`config.mk`:
```
export PLATFORM = sky130hd
export DESIGN_NAME = hazard_ctrl
export DESIGN_NICKNAME = d
export VERILOG_FILES = /design/src/rtl/hazard_pkg.sv /design/src/rtl/hazard_scoreboard.sv /design/src/rtl/hazard_ctrl.sv
export SDC_FILE = /design/constraint.sdc
export NUM_CORES = 1
export LEC_CHECK = 0
export BUFFER_PORTS_ARGS = -buffer_cell sky130_fd_sc_hd__clkbuf_2
export CORE_UTILIZATION = 59
export CTS_CLUSTER_SIZE = 8
export DETAILED_ROUTE_END_ITERATION = 10
export PLACE_DENSITY = 0.89
export SLEW_MARGIN = 5
export SYNTH_ARGS = -nofsm -noshare
export SYNTH_HDL_FRONTEND = slang
export SYNTH_SLANG_ARGS = --single-unit
```
`constraint.sdc`:
```
create_clock -name clk -period 3.75 [get_ports clk]
set_clock_uncertainty 0.15 [all_clocks]
set_input_delay 0.75 -clock clk [delete_from_list [all_inputs] [get_ports clk]]
set_output_delay 0.75 -clock clk [all_outputs]
set_load 0.01 [all_outputs]
```
`src/rtl/hazard_pkg.sv`:
```
// rtl/hazard_pkg.sv - shared types and constants for the hazard controller
package hazard_pkg;

    localparam int NUM_REGS = 32;
    localparam int REG_AW   = 5;

    typedef enum logic [1:0] {
        ST_RUN     = 2'd0,
        ST_MEMWAIT = 2'd1,
        ST_FLUSH   = 2'd2
    } state_t;

endpackage

```
`src/rtl/hazard_scoreboard.sv`:
```
// rtl/hazard_scoreboard.sv - pending-write scoreboard with one set, one clear and two lookup ports
module hazard_scoreboard
    import hazard_pkg::*;
(
    input  logic                clk,
    input  logic                rst,
    input  logic                set_en,
    input  logic [REG_AW-1:0]   set_addr,
    input  logic                clr_en,
    input  logic [REG_AW-1:0]   clr_addr,
    input  logic [REG_AW-1:0]   rd_addr_a,
    input  logic [REG_AW-1:0]   rd_addr_b,
    output logic                rd_a,
    output logic                rd_b,
    output logic [NUM_REGS-1:0] pend_map
);

    logic [NUM_REGS-1:0] pend_q;
    logic [NUM_REGS-1:0] pend_next;

    // Clear is applied before set so a same-cycle set of the same register wins.
    always_comb begin
        pend_next = pend_q;
        if (clr_en) begin
            pend_next[clr_addr] = 1'b0;
        end
        if (set_en) begin
            pend_next[set_addr] = 1'b1;
        end
        pend_next[0] = 1'b0;
    end

    always_ff @(posedge clk or posedge rst) begin
        if (rst) begin
            pend_q <= '0;
        end else begin
            pend_q <= pend_next;
        end
    end

    assign rd_a     = (rd_addr_a != '0) && pend_q[rd_addr_a];
    assign rd_b     = (rd_addr_b != '0) && pend_q[rd_addr_b];
    assign pend_map = pend_q;

endmodule

```
`src/rtl/hazard_ctrl.sv`:
```
// rtl/hazard_ctrl.sv - pipeline stall/flush controller with register scoreboard and memory timeout
module hazard_ctrl
    import hazard_pkg::*;
#(
    parameter int FLUSH_CYCLES = 1,
    parameter int MEM_TIMEOUT  = 15
) (
    input  logic                clk,
    input  logic                rst,
    input  logic                ID_inst_en,
    input  logic [REG_AW-1:0]   ID_Rs,
    input  logic [REG_AW-1:0]   ID_Rt,
    input  logic [REG_AW-1:0]   ID_Rdst,
    input  logic                ID_RegW,
    input  logic                MEM_busy,
    input  logic                EX_branch_taken,
    input  logic                WB_inst_en,
    input  logic                WB_RegW,
    input  logic [REG_AW-1:0]   WB_Rdst,
    output logic                Stall,
    output logic                flush_IF_ID,
    output logic                flush_ID_EX,
    output logic                issue,
    output logic [NUM_REGS-1:0] pend_map,
    output logic                mem_timeout
);

    localparam logic [2:0] FC_LOAD = 3'(FLUSH_CYCLES);
    localparam logic [7:0] TMO_LIM = 8'(MEM_TIMEOUT);

    state_t     state, state_next;
    logic [2:0] flush_cnt, flush_cnt_next;
    logic       br_pend, br_pend_next;
    logic [7:0] busy_cnt, busy_cnt_next;
    logic       rd_a, rd_b, hazard;
    logic       set_en, clr_en;

    hazard_scoreboard u_scoreboard (
        .clk       (clk),
        .rst       (rst),
        .set_en    (set_en),
        .set_addr  (ID_Rdst),
        .clr_en    (clr_en),
        .clr_addr  (WB_Rdst),
        .rd_addr_a (ID_Rs),
        .rd_addr_b (ID_Rt),
        .rd_a      (rd_a),
        .rd_b      (rd_b),
        .pend_map  (pend_map)
    );

    assign hazard = ID_inst_en && (rd_a || rd_b);

    // Combinational outputs are gated by rst so nothing follows the inputs during reset.
    assign Stall       = !rst && (hazard || MEM_busy || (state == ST_MEMWAIT));
    assign flush_IF_ID = !rst && (state == ST_FLUSH);
    assign flush_ID_EX = !rst && (state == ST_FLUSH);
    assign issue       = !rst && ID_inst_en && !Stall && (state == ST_RUN);

    assign set_en = issue && ID_RegW && (ID_Rdst != '0);
    assign clr_en = WB_inst_en && WB_RegW && (WB_Rdst != '0);

    always_comb begin
        state_next     = state;
        flush_cnt_next = flush_cnt;
        br_pend_next   = br_pend;
        case (state)
            ST_RUN: begin
                if (MEM_busy) begin
                    state_next   = ST_MEMWAIT;
                    br_pend_next = EX_branch_taken;
                end else if (EX_branch_taken) begin
                    state_next     = ST_FLUSH;
                    flush_cnt_next = FC_LOAD;
                end
            end
            ST_MEMWAIT: begin
                if (!MEM_busy) begin
                    if (br_pend || EX_branch_taken) begin
                        state_next     = ST_FLUSH;
                        flush_cnt_next = FC_LOAD;
                        br_pend_next   = 1'b0;
                    end else begin
                        state_next = ST_RUN;
                    end
                end else if (EX_branch_taken) begin
                    br_pend_next = 1'b1;
                end
            end
            ST_FLUSH: begin
                if (EX_branch_taken) begin
                    flush_cnt_next = FC_LOAD;
                end else if (!MEM_busy) begin
                    if (flush_cnt <= 3'd1) begin
                        state_next     = ST_RUN;
                        flush_cnt_next = 3'd0;
                    end else begin
                        flush_cnt_next = flush_cnt - 3'd1;
                    end
                end
            end
            default: begin
                state_next     = ST_RUN;
                flush_cnt_next = 3'd0;
                br_pend_next   = 1'b0;
            end
        endcase
    end

    always_comb begin
        busy_cnt_next = 8'd0;
        if (MEM_busy) begin
            busy_cnt_next = (busy_cnt == 8'hFF) ? busy_cnt : busy_cnt + 8'd1;
        end
    end

    always_ff @(posedge clk or posedge rst) begin
        if (rst) begin
            state       <= ST_RUN;
            flush_cnt   <= 3'd0;
            br_pend     <= 1'b0;
            busy_cnt    <= 8'd0;
            mem_timeout <= 1'b0;
        end else begin
            state     <= state_next;
            flush_cnt <= flush_cnt_next;
            br_pend   <= br_pend_next;
            busy_cnt  <= busy_cnt_next;
            if (MEM_busy && (busy_cnt_next >= TMO_LIM)) begin
                mem_timeout <= 1'b1;
            end
        end
    end

endmodule

```
### Word-level counts from Yosys, hierarchy flattened

Index checks and enable logic that the tools add are counted.

* reduce and logical (&&, ||, !) cells: 29
* equal/unequal tests: 15
* multiplexer cells: 33
* add/sub/neg operators: 2
* bitwise operators: 4
* $lt $le $gt $ge: 8

Operators by type and width (number)
* two-way mux 32 bit: 2
* AND 32 bit: 1
* NOT 32 bit: 1
* bitwise OR 32 bit: 1
* < comparator 5 x 6 -> 1 bit, second input constant: 4
* two-way mux 3 bit: 7
* nonzero test 5 bit: 4
* two-way mux 8 bit: 2
* logical AND 1 bit: 15
* two-way mux 2 bit: 7
* inequality test 2 bit, second input constant: 6
* binary-select mux 1 bit (select 5 bit): 2
* demux 1 bit (select 5 bit): 2
* >= comparator 5 x 1 -> 1 bit, second input constant: 2
* AND reduction 5 bit: 2
* inequality test 3 bit, second input constant: 3
* case mux 3 bit (3 select lines): 1
* adder 8 x 1 -> 8 bit, second input constant: 1
* == test 8 bit, second input constant: 1
* >= comparator 8 x 4 -> 1 bit, second input constant: 1
* two-way mux 1 bit: 8
* case mux 2 bit (3 select lines): 1
* logical OR 1 bit: 4
* inequality test 2 x 1 -> 1 bit, second input constant: 2
* 10 further kinds: 11

* output and inout bits: 37
* word-level logic and storage cells: 97
* input port bits: 28
* flip-flop bits (word level): 46

### Longest topological paths before layout

Gate-level depths: netlist of the first run.

* word-level depth: 14
* mapped depth: 9
* depth with buffers taken out: 7

### By module

A second synthesis of the first run with hierarchy kept.

* cell total of the unflattened synthesis: 296
* area, all modules: 2865.2 um2

By module, submodules not included
* hazard_scoreboard: area each 1939.4 um2, times used 1, cells each 197, sequential area each 775.7 um2
* hazard_ctrl: area each 925.9 um2, times used 1, cells each 99, sequential area each 375.4 um2

### Worst setup path after synthesis of the first run

Ideal clock, no wire load.

* path kind: input to output
* start point: input ID_Rs[0]
* end point: output issue
* arrival: 2.242 ns
* buffers on the path: 2
* data required time: 2.850 ns
* cell stages on the path: 8
* slack: 0.608 ns
* path through: buf_2 mux2_1 o311ai_1 a221oi_1 a2bb2oi_2 nand4_4 clkbuf_1 nor2_1

* word-level cells in the longest chain between the ends: 11
* elaborated cells on any way between the ends: 12
* those cells by class: 2 x mux; 10 x reduce/logical

RTL lines
* from (decl): RTL line hazard_ctrl.sv:11 `input logic [REG_AW-1:0] ID_Rs,`
* binary-select mux 1 bit (select 5 bit): RTL line hazard_scoreboard.sv:41 `assign rd_a = (rd_addr_a != '0) && pend_q[rd_addr_a];`
* two-way mux 1 bit (not written as such): RTL line hazard_scoreboard.sv:41
* logical AND 1 bit (*): RTL line hazard_scoreboard.sv:41
* logical OR 1 bit (*): RTL line hazard_ctrl.sv:52 `assign hazard = ID_inst_en && (rd_a || rd_b);`
* logical AND 1 bit (*): RTL line hazard_ctrl.sv:52
* logical OR 1 bit (*) (2 in a row): RTL line hazard_ctrl.sv:55 `assign Stall = !rst && (hazard || MEM_busy || (state == ST_MEMWAIT));`
* logical AND 1 bit (*): RTL line hazard_ctrl.sv:55
* zero test 1 bit (*): RTL line hazard_ctrl.sv:58 `assign issue = !rst && ID_inst_en && !Stall && (state == ST_RUN);`
* logical AND 1 bit (*) (2 in a row): RTL line hazard_ctrl.sv:58
* to (decl): RTL line hazard_ctrl.sv:23 `output logic issue,`

Mark *: on every way between the ends. The rest lies on a longest branch, timed or not. The select of a mux whose other input is x is not followed.

### Final worst setup path of the first run

* start point: input ID_Rt[0]
* end point: output Stall

* word-level cells in the longest chain between the ends: 8
* elaborated cells on any way between the ends: 9
* those cells by class: 2 x mux; 7 x reduce/logical

RTL lines
* from (decl): RTL line hazard_ctrl.sv:12 `input logic [REG_AW-1:0] ID_Rt,`
* binary-select mux 1 bit (select 5 bit): RTL line hazard_scoreboard.sv:42 `assign rd_b = (rd_addr_b != '0) && pend_q[rd_addr_b];`
* two-way mux 1 bit (not written as such): RTL line hazard_scoreboard.sv:42
* logical AND 1 bit (*): RTL line hazard_scoreboard.sv:42
* logical OR 1 bit (*): RTL line hazard_ctrl.sv:52
* logical AND 1 bit (*): RTL line hazard_ctrl.sv:52
* logical OR 1 bit (*) (2 in a row): RTL line hazard_ctrl.sv:55
* logical AND 1 bit (*): RTL line hazard_ctrl.sv:55
* to (decl): RTL line hazard_ctrl.sv:20 `output logic Stall,`

Marked as above.

==> results of run 1 <==
-- state kept, by name (all words and copies together) (netlist names) --
register	count
u_scoreboard.pend_map	31
busy_cnt	8
flush_cnt	3
state	2
br_pend	1
mem_timeout	1
-- metal layers --
metal  routed length, µm  up-vias  part of all wire
li1                    -     1368                 -
met1                3332     1486              0.40
met2                4119      206              0.49
met3                 670       28             0.080
met4                 218        0             0.026
met5                   0        -                 0
-- cell type report --
cell class	instances	area share
Sequential cell	46	0.3358
Multi-Input combinational cell	255	0.5004
Inverter	9	0.009854
Clock inverter	1	0.001460
Tap cell	67	0.02445
Clock buffer	7	0.02518
Timing Repair Buffer	68	0.1029
-- layout by cell type, fill, tap and decap left out, drive strengths merged, types with 4 or more instances in the layout --
| cell type | count |
|---|---|
| inv | 8 |
| mux2 | 7 |
| nor2 | 23 |
| a22o | 4 |
| o41ai | 16 |
| xnor2 | 4 |
| nand2 | 16 |
| nand4 | 5 |
| mux2i | 21 |
| nand3 | 24 |
| clkbuf | 70 |
| o21ai | 50 |
| a221oi | 4 |
| or3 | 4 |
| a21oi | 14 |
| buf | 5 |
| nand3b | 7 |
| dfrtp | 46 |
| nor2b | 7 |
| nor3b | 4 |
-- how the worst max path moves through the flow --
stage                         from     to  slack, ns
after floorplan           ID_Rs[0]  issue       0.61
after global placement    ID_Rt[0]  Stall       0.35
after detailed placement  ID_Rt[0]  Stall       0.24
after CTS                 ID_Rt[0]  Stall       0.22
after global routing      ID_Rt[0]  Stall       0.11
final                     ID_Rt[0]  Stall       0.19
-- cells by family after synthesis --
logic type	Yosys count	synth area share
fa+ha+maj	3	0.01253
other cells	1	0.001251
simple gates	107	0.1971
flops	46	0.3841
buf+inv	24	0.04342
xor+xnor	4	0.01169
compound gates	111	0.2447
mux	29	0.1052
-- report_power, final --
group	leakage [nW]	total [W]	internal [W]	switching (W)
Sequential	0.628	0.000570	0.000528	0.0000420
Clock	0.0482	0.000310	0.000149	0.000161
Combinational	0.884	0.000275	0.000105	0.000171
Total	1.56	0.00116	0.000782	0.000374
-- stage by stage --
step,instances,instance area (µm²),total power [W],util
final,453,3428,0.001155,0.7117
after detailed placement,445,3337,0.0008481,0.6927
after CTS,453,3428,0.001154,0.7117
after floorplan,325,2997,0.0007601,-
after global placement,445,3337,0.0008361,0.6927
after global routing,453,3428,0.001216,0.7117
==> summary.md, run 1 <==
| Metric | Value |
|---|---|
| Status | `finished clean` |
| Final TNS setup | `0 ns` |
| Arrival @ worst endpoint | `about 2.7 ns` |
| Crit. End Element | `primary output` |
| Achievable Freq | `approximately 280 MHz` |
| Reg clk slew, reported paths | `about 0.08 ns` |
| Port Buffers | `63` |
| Share of cells above drive strength 1 | `0.2332` |
| Ports | `65` |
| TritonCTS clock tree | `built` |
| Share of the synthesized area in the top cell type | `0.3841` |
| Origin of the critical flop-to-flop path | `u_scoreboard.pend_map[16]$_DFF_PP0_` |
| Required @ worst endpoint | `around 2.9 ns` |
| Vias/cell | `a little under 7` |
| Reg2reg path depth | `7` |
| Worst path top cell family by delay | `buffers and inverters` |
| CTS HTree Levels | `2` |
| Final hold violations | `0` |
| Via count | `just over 3,000` |
| Clk_lat worst skew | `~0.29 ns` |
| Worst-Margin Slew | `approximately 0.58 ns` |
| Leak | `around 1.6 nW` |
| Layer with the highest usage | `met2` |
| Antenna violations before repair | `0` |
| Cell Rows | `25` |
| Syn_area_per_cell | `slightly above 9 µm²` |
| Fillcell total | `approximately 410` |
| Minimum clock period after layout | `between 3 and 4 ns` |
| Worst hold path type | `reg2reg` |
| Overall global routing resource usage | `0.3253` |
| TritonCTS buffer count | `5` |
| Seq/Total Area, Yosys | `0.3841` |
| Met2 Use GR | `0.5412` |
| Synth top area cells | `dfrtp_1, o21ai_0, mux2i_1, o41ai_1, nand3_1` |
| Startpoint types | `primary input` |
| Antenna Nets Post-Route | `0` |
| Max-Slew Margin vs Limit | `0.6146` |
| Largest net degree at the start of global routing | `47` |
| Die height | `around 73 µm` |
| Critical Path Most Common Cell | `clkbuf_2` |
| Global route overflow | `0` |
| Most frequent cell after synthesis | `o21ai_0` |
| M1 GR Usage | `0.4147` |
| Fin crit share | `0.9504` |
| Post-synth EDFFs | `0` |
| Worst reg-to-reg setup slack | `approximately 1.2 ns` |
| Post_cts resized | `0` |
| Reg-to-Reg End | `u_scoreboard.pend_map[7]$_DFF_PP0_` |
| Clock sinks | `46` |
| PwrDens | `roughly 340 nW/µm²` |
| Routing usage on met3 | `0.05761` |
| CP Class | `in2out` |
| Initial Util | `0.6221` |
| Post-Place Setup Slack | `0.2352 ns` |
| Synth cell count leaders | `o21ai_0, dfrtp_1, nand3_1, nor2_1, mux2i_1` |
| Routed WL per cell | `18.41 µm` |
| Synth warnings | `0` |
| Clock buffer depth | `2` |
| # DRC | `0` |
| Hold_ws | `between 0.3 and 0.4 ns` |
| Hpwl dp | `6347 µm` |
| Synth Instances | `about 330` |
| Nets@finish | `~420` |
| Setup WS post-layout | `0.1860 ns` |
| Multi-input logic area | `1715 µm²` |
| Worst vdd ir | `between 0.2 and 0.3 mV` |
| Worst-path fanout max | `15` |
| Crit-path slowest cell | `nand4_4` |
| Hold EP | `flush_cnt[1]$_DFFE_PP0P_` |
| FF+latch count, synth | `46` |
| Die width | `approximately 73 µm` |
| Hold_buf cts | `0` |
| Vias in the first global route | `2,806` |
| Syn-to-layout area delta | `14.41%` |
| Max cap viols | `0` |
| Mapped cell area | `between 2000 and 3000 µm²` |
| Final WL | `8340 µm` |
| Syn nets | `between 300 and 400` |
| Final GP Congestion | `roughly 1` |
| Clock tree root driver cell | `clkbuf_8` |
| CP max stage delay | `0.28 ns` |
| RSZ-0062 raised after global routing | `false` |
| Post-synth top flop | `dfrtp_1` |
| WP buf/inv | `3` |
| Die footprint | `5368 µm²` |
| Yosys top cell by area | `dfrtp_1` |
| Diode count | `0` |
| Post-CTS Setup Inserts | `0` |
| Synth async-reset ratio | `1.000` |
| Max-slew violations | `0` |
| Hold path depth | `1` |
| First-pass DRT Iterations | `5` |
| Register area | `1151 µm²` |
| Initial DRC count | `309` |
| Core Box Area | `just under 5000 µm²` |
| Final setup fails | `0` |
| First-pass GRT wire length | `~13,000 µm` |
| Crit path depth | `9` |
| Crit-path cells | `clkbuf_2 > buf_4 > mux2i_1 > a22oi_1 > and4b_1 > a22oi_2 > nand4_4 > a22o_1 > clkbuf_2` |
| Hold path start | `flush_cnt[1]$_DFFE_PP0P_` |
| Yosys cell types | `56` |
Power figures use the tool's default switching activity.
==> run 2, diff against run 1 <==
REMOVE_ABC_BUFFERS = 1   (was default)
==> run 2 against run 1 <==
Register-to-register slack better by 0.10 ns. Critical endpoint unchanged. First-iteration DRC count is 7.4% higher. Largest power group unchanged. Largest cell class unchanged. Clock power is 2% higher. Design area stayed put. Utilization stayed put. Wire length is 2.4% higher.
==> summary.md, run 2 (same netlist as run 1, synthesis figures left out) <==
| Metric | Value |
|---|---|
| Vias/cell | `6.574 (was 6.817)` |
| Worst-path fanout max | `15 (unchanged)` |
| Fin crit share | `0.9383 (was 0.9504)` |
| Max-slew violations | `0 (unchanged)` |
| Hold_buf cts | `0 (unchanged)` |
| Critical Path Most Common Cell | `clkbuf_2 (unchanged)` |
| Final TNS setup | `0 ns (unchanged)` |
| Cell Rows | `25 (unchanged)` |
| Diode count | `0 (unchanged)` |
| CP max stage delay | `0.37 ns (was 0.28 ns)` |
| Arrival @ worst endpoint | `2.62 ns (was 2.66 ns)` |
| Die width | `73.27 µm (unchanged)` |
| Most frequent cells in the layout | `clkbuf_2, o21ai_0, dfrtp_1 (unchanged)` |
| Final setup fails | `0 (unchanged)` |
| Initial DRC count | `332 (was 309)` |
| Initial Util | `0.6221 (unchanged)` |
| Vias in the first global route | `2,782 (was 2,806)` |
| Share of cells above drive strength 1 | `0.2332 (unchanged)` |
| Die height | `73.27 µm (unchanged)` |
| Worst-Margin Slew | `0.5839 ns (was 0.5780 ns)` |
| Clock tree root driver cell | `clkbuf_8 (unchanged)` |
| Clock buffer depth | `2 (unchanged)` |
| Required @ worst endpoint | `2.85 ns (about the same)` |
| First-pass DRT Iterations | `5 (unchanged)` |
| Clk_lat worst skew | `0.30 ns (was 0.29 ns)` |
| Worst vdd ir | `0.2769 mV (was 0.2983 mV)` |
| Hold_ws | `0.3630 ns (was 0.3625 ns)` |
| Antenna Nets Post-Route | `0 (unchanged)` |
| Largest net degree at the start of global routing | `47 (unchanged)` |
| Post-Layout Cell Count | `453 (unchanged)` |
| PwrDens | `339.3 nW/µm² (was 337.0 nW/µm²)` |
| TritonCTS buffer count | `5 (unchanged)` |
| Reg clk slew, reported paths | `0.08 ns (about the same)` |
| Via count | `2,978 (was 3,088)` |
| Max-Slew Margin vs Limit | `0.6108 (was 0.6146)` |
| Final Cell Area | `3428 µm² (unchanged)` |
| Status | `finished clean (unchanged)` |
| Ports | `65 (unchanged)` |
| Util after Layout | `0.7117 (unchanged)` |
| Global route overflow | `0 (unchanged)` |
| Fillcell total | `419 (was 406)` |
| Worst hold path type | `reg2reg (unchanged)` |
| Routed WL per cell | `18.85 µm (was 18.41 µm)` |
| Final WL | `8540 µm (was 8340 µm)` |
| Dpl cell area | `3337 µm² (unchanged)` |
| # DRC | `0 (unchanged)` |
| Die footprint | `5368 µm² (unchanged)` |
| Port Buffers | `63 (unchanged)` |
| Leak | `1.560 nW (about the same)` |
| Minimum clock period after layout | `3.519 ns (was 3.564 ns)` |
| Final GP Congestion | `0.9431 (was 0.9758)` |
| Clock sinks | `46 (unchanged)` |
| Hpwl dp | `6331 µm (was 6347 µm)` |
| Nets@finish | `416 (unchanged)` |
| Number of flip-flops in the largest register | `31 (unchanged)` |
| Syn-to-layout area delta | `14.41% (unchanged)` |
| CP Class | `in2out (unchanged)` |
| Post-CTS Setup Inserts | `0 (unchanged)` |
| Most common cell after layout, fill and taps aside | `clkbuf_2 (unchanged)` |
| Crit. End Element | `primary output (unchanged)` |
| Startpoint types | `primary input (unchanged)` |
| Core Box Area | `4817 µm² (unchanged)` |
| Crit-path cells | `clkbuf_2 > mux2_4 > o311ai_1 > a221oi_1 > a22oi_2 > nand4_4 > a22o_1 > clkbuf_2 (was clkbuf_2 > buf_4 > mux2i_1 > a22oi_1 > and4b_1 > a22oi_2 > nand4_4 > a22o_1 > clkbuf_2)` |
| Max cap viols | `0 (unchanged)` |
| Achievable Freq | `284.2 MHz (was 280.6 MHz)` |
| Register area | `1151 µm² (unchanged)` |
| TritonCTS clock tree | `built (unchanged)` |
| Overall global routing resource usage | `0.3432 (was 0.3253)` |
| Crit-path slowest cell | `clkbuf_2 (was nand4_4)` |
| First-pass GRT wire length | `13,840 µm (was 13,310 µm)` |
| Multi-input logic area | `1715 µm² (unchanged)` |
| Post-placement cell count | `445 (unchanged)` |
| RSZ-0062 raised after global routing | `false (unchanged)` |
| Post_cts resized | `0 (unchanged)` |
| Final hold violations | `0 (unchanged)` |
| CTS HTree Levels | `2 (unchanged)` |
| Antenna violations before repair | `0 (unchanged)` |
==> run 2: per-stage QoR <==
stage                      power, W  setup WS [ns]
final                      0.001163         0.2314
after global routing       0.001222         0.1360
after CTS                  0.001162         0.2721
after detailed placement  0.0008493         0.2821
after global placement    0.0008385         0.3288
after floorplan           0.0007362         0.6951
==> run 2: power breakdown <==
group	switching (W)	internal (W)
Clock	0.000167	0.000149
Combinational	0.000172	0.000106
Sequential	0.0000409	0.000528
==> run 2: final timing paths <==
path | depth (start not counted) | from | slack (ns) | end
max | 8 | ID_Rt[0] | 0.23 | Stall
min | 1 | flush_cnt[1]$_DFFE_PP0P_ | 0.36 | flush_cnt[1]$_DFFE_PP0P_
max reg2reg | 7 | u_scoreboard.pend_map[29]$_DFF_PP0_ | 1.26 | u_scoreboard.pend_map[21]$_DFF_PP0_
min reg2reg | 1 | flush_cnt[1]$_DFFE_PP0P_ | 0.36 | flush_cnt[1]$_DFFE_PP0P_
max in group asynchronous | 3 | rst | 2.58 | br_pend$_DFFE_PP0P_
min in group asynchronous | 3 | rst | 0.47 | u_scoreboard.pend_map[13]$_DFF_PP0_
==> run 2: critical path, delay by kind of cell <==
kind	cells	cell delay, ns
AO/OA/AOI/OAI	4	0.86
multiplexers	1	0.35
AND/OR/NAND/NOR	1	0.16
buffers and inverters	2	0.50
==> run 2: per-layer routing <==
metal	share of wire	wire (µm)	up-vias	GRT usage
met2	0.48	4106	191	0.5525
met4	0.033	279	0	0.1699
met1	0.40	3388	1398	0.4379
met3	0.090	766	30	0.07545
li1	-	-	1359	-
met5	0	0	-	0
==> run 2: area by class of cell <==
cell class | instances | area share
Clock buffer | 7 | 0.02518
Timing Repair Buffer | 68 | 0.1029
Clock inverter | 1 | 0.001460
Inverter | 9 | 0.009854
Tap cell | 67 | 0.02445
Sequential cell | 46 | 0.3358
Multi-Input combinational cell | 255 | 0.5004
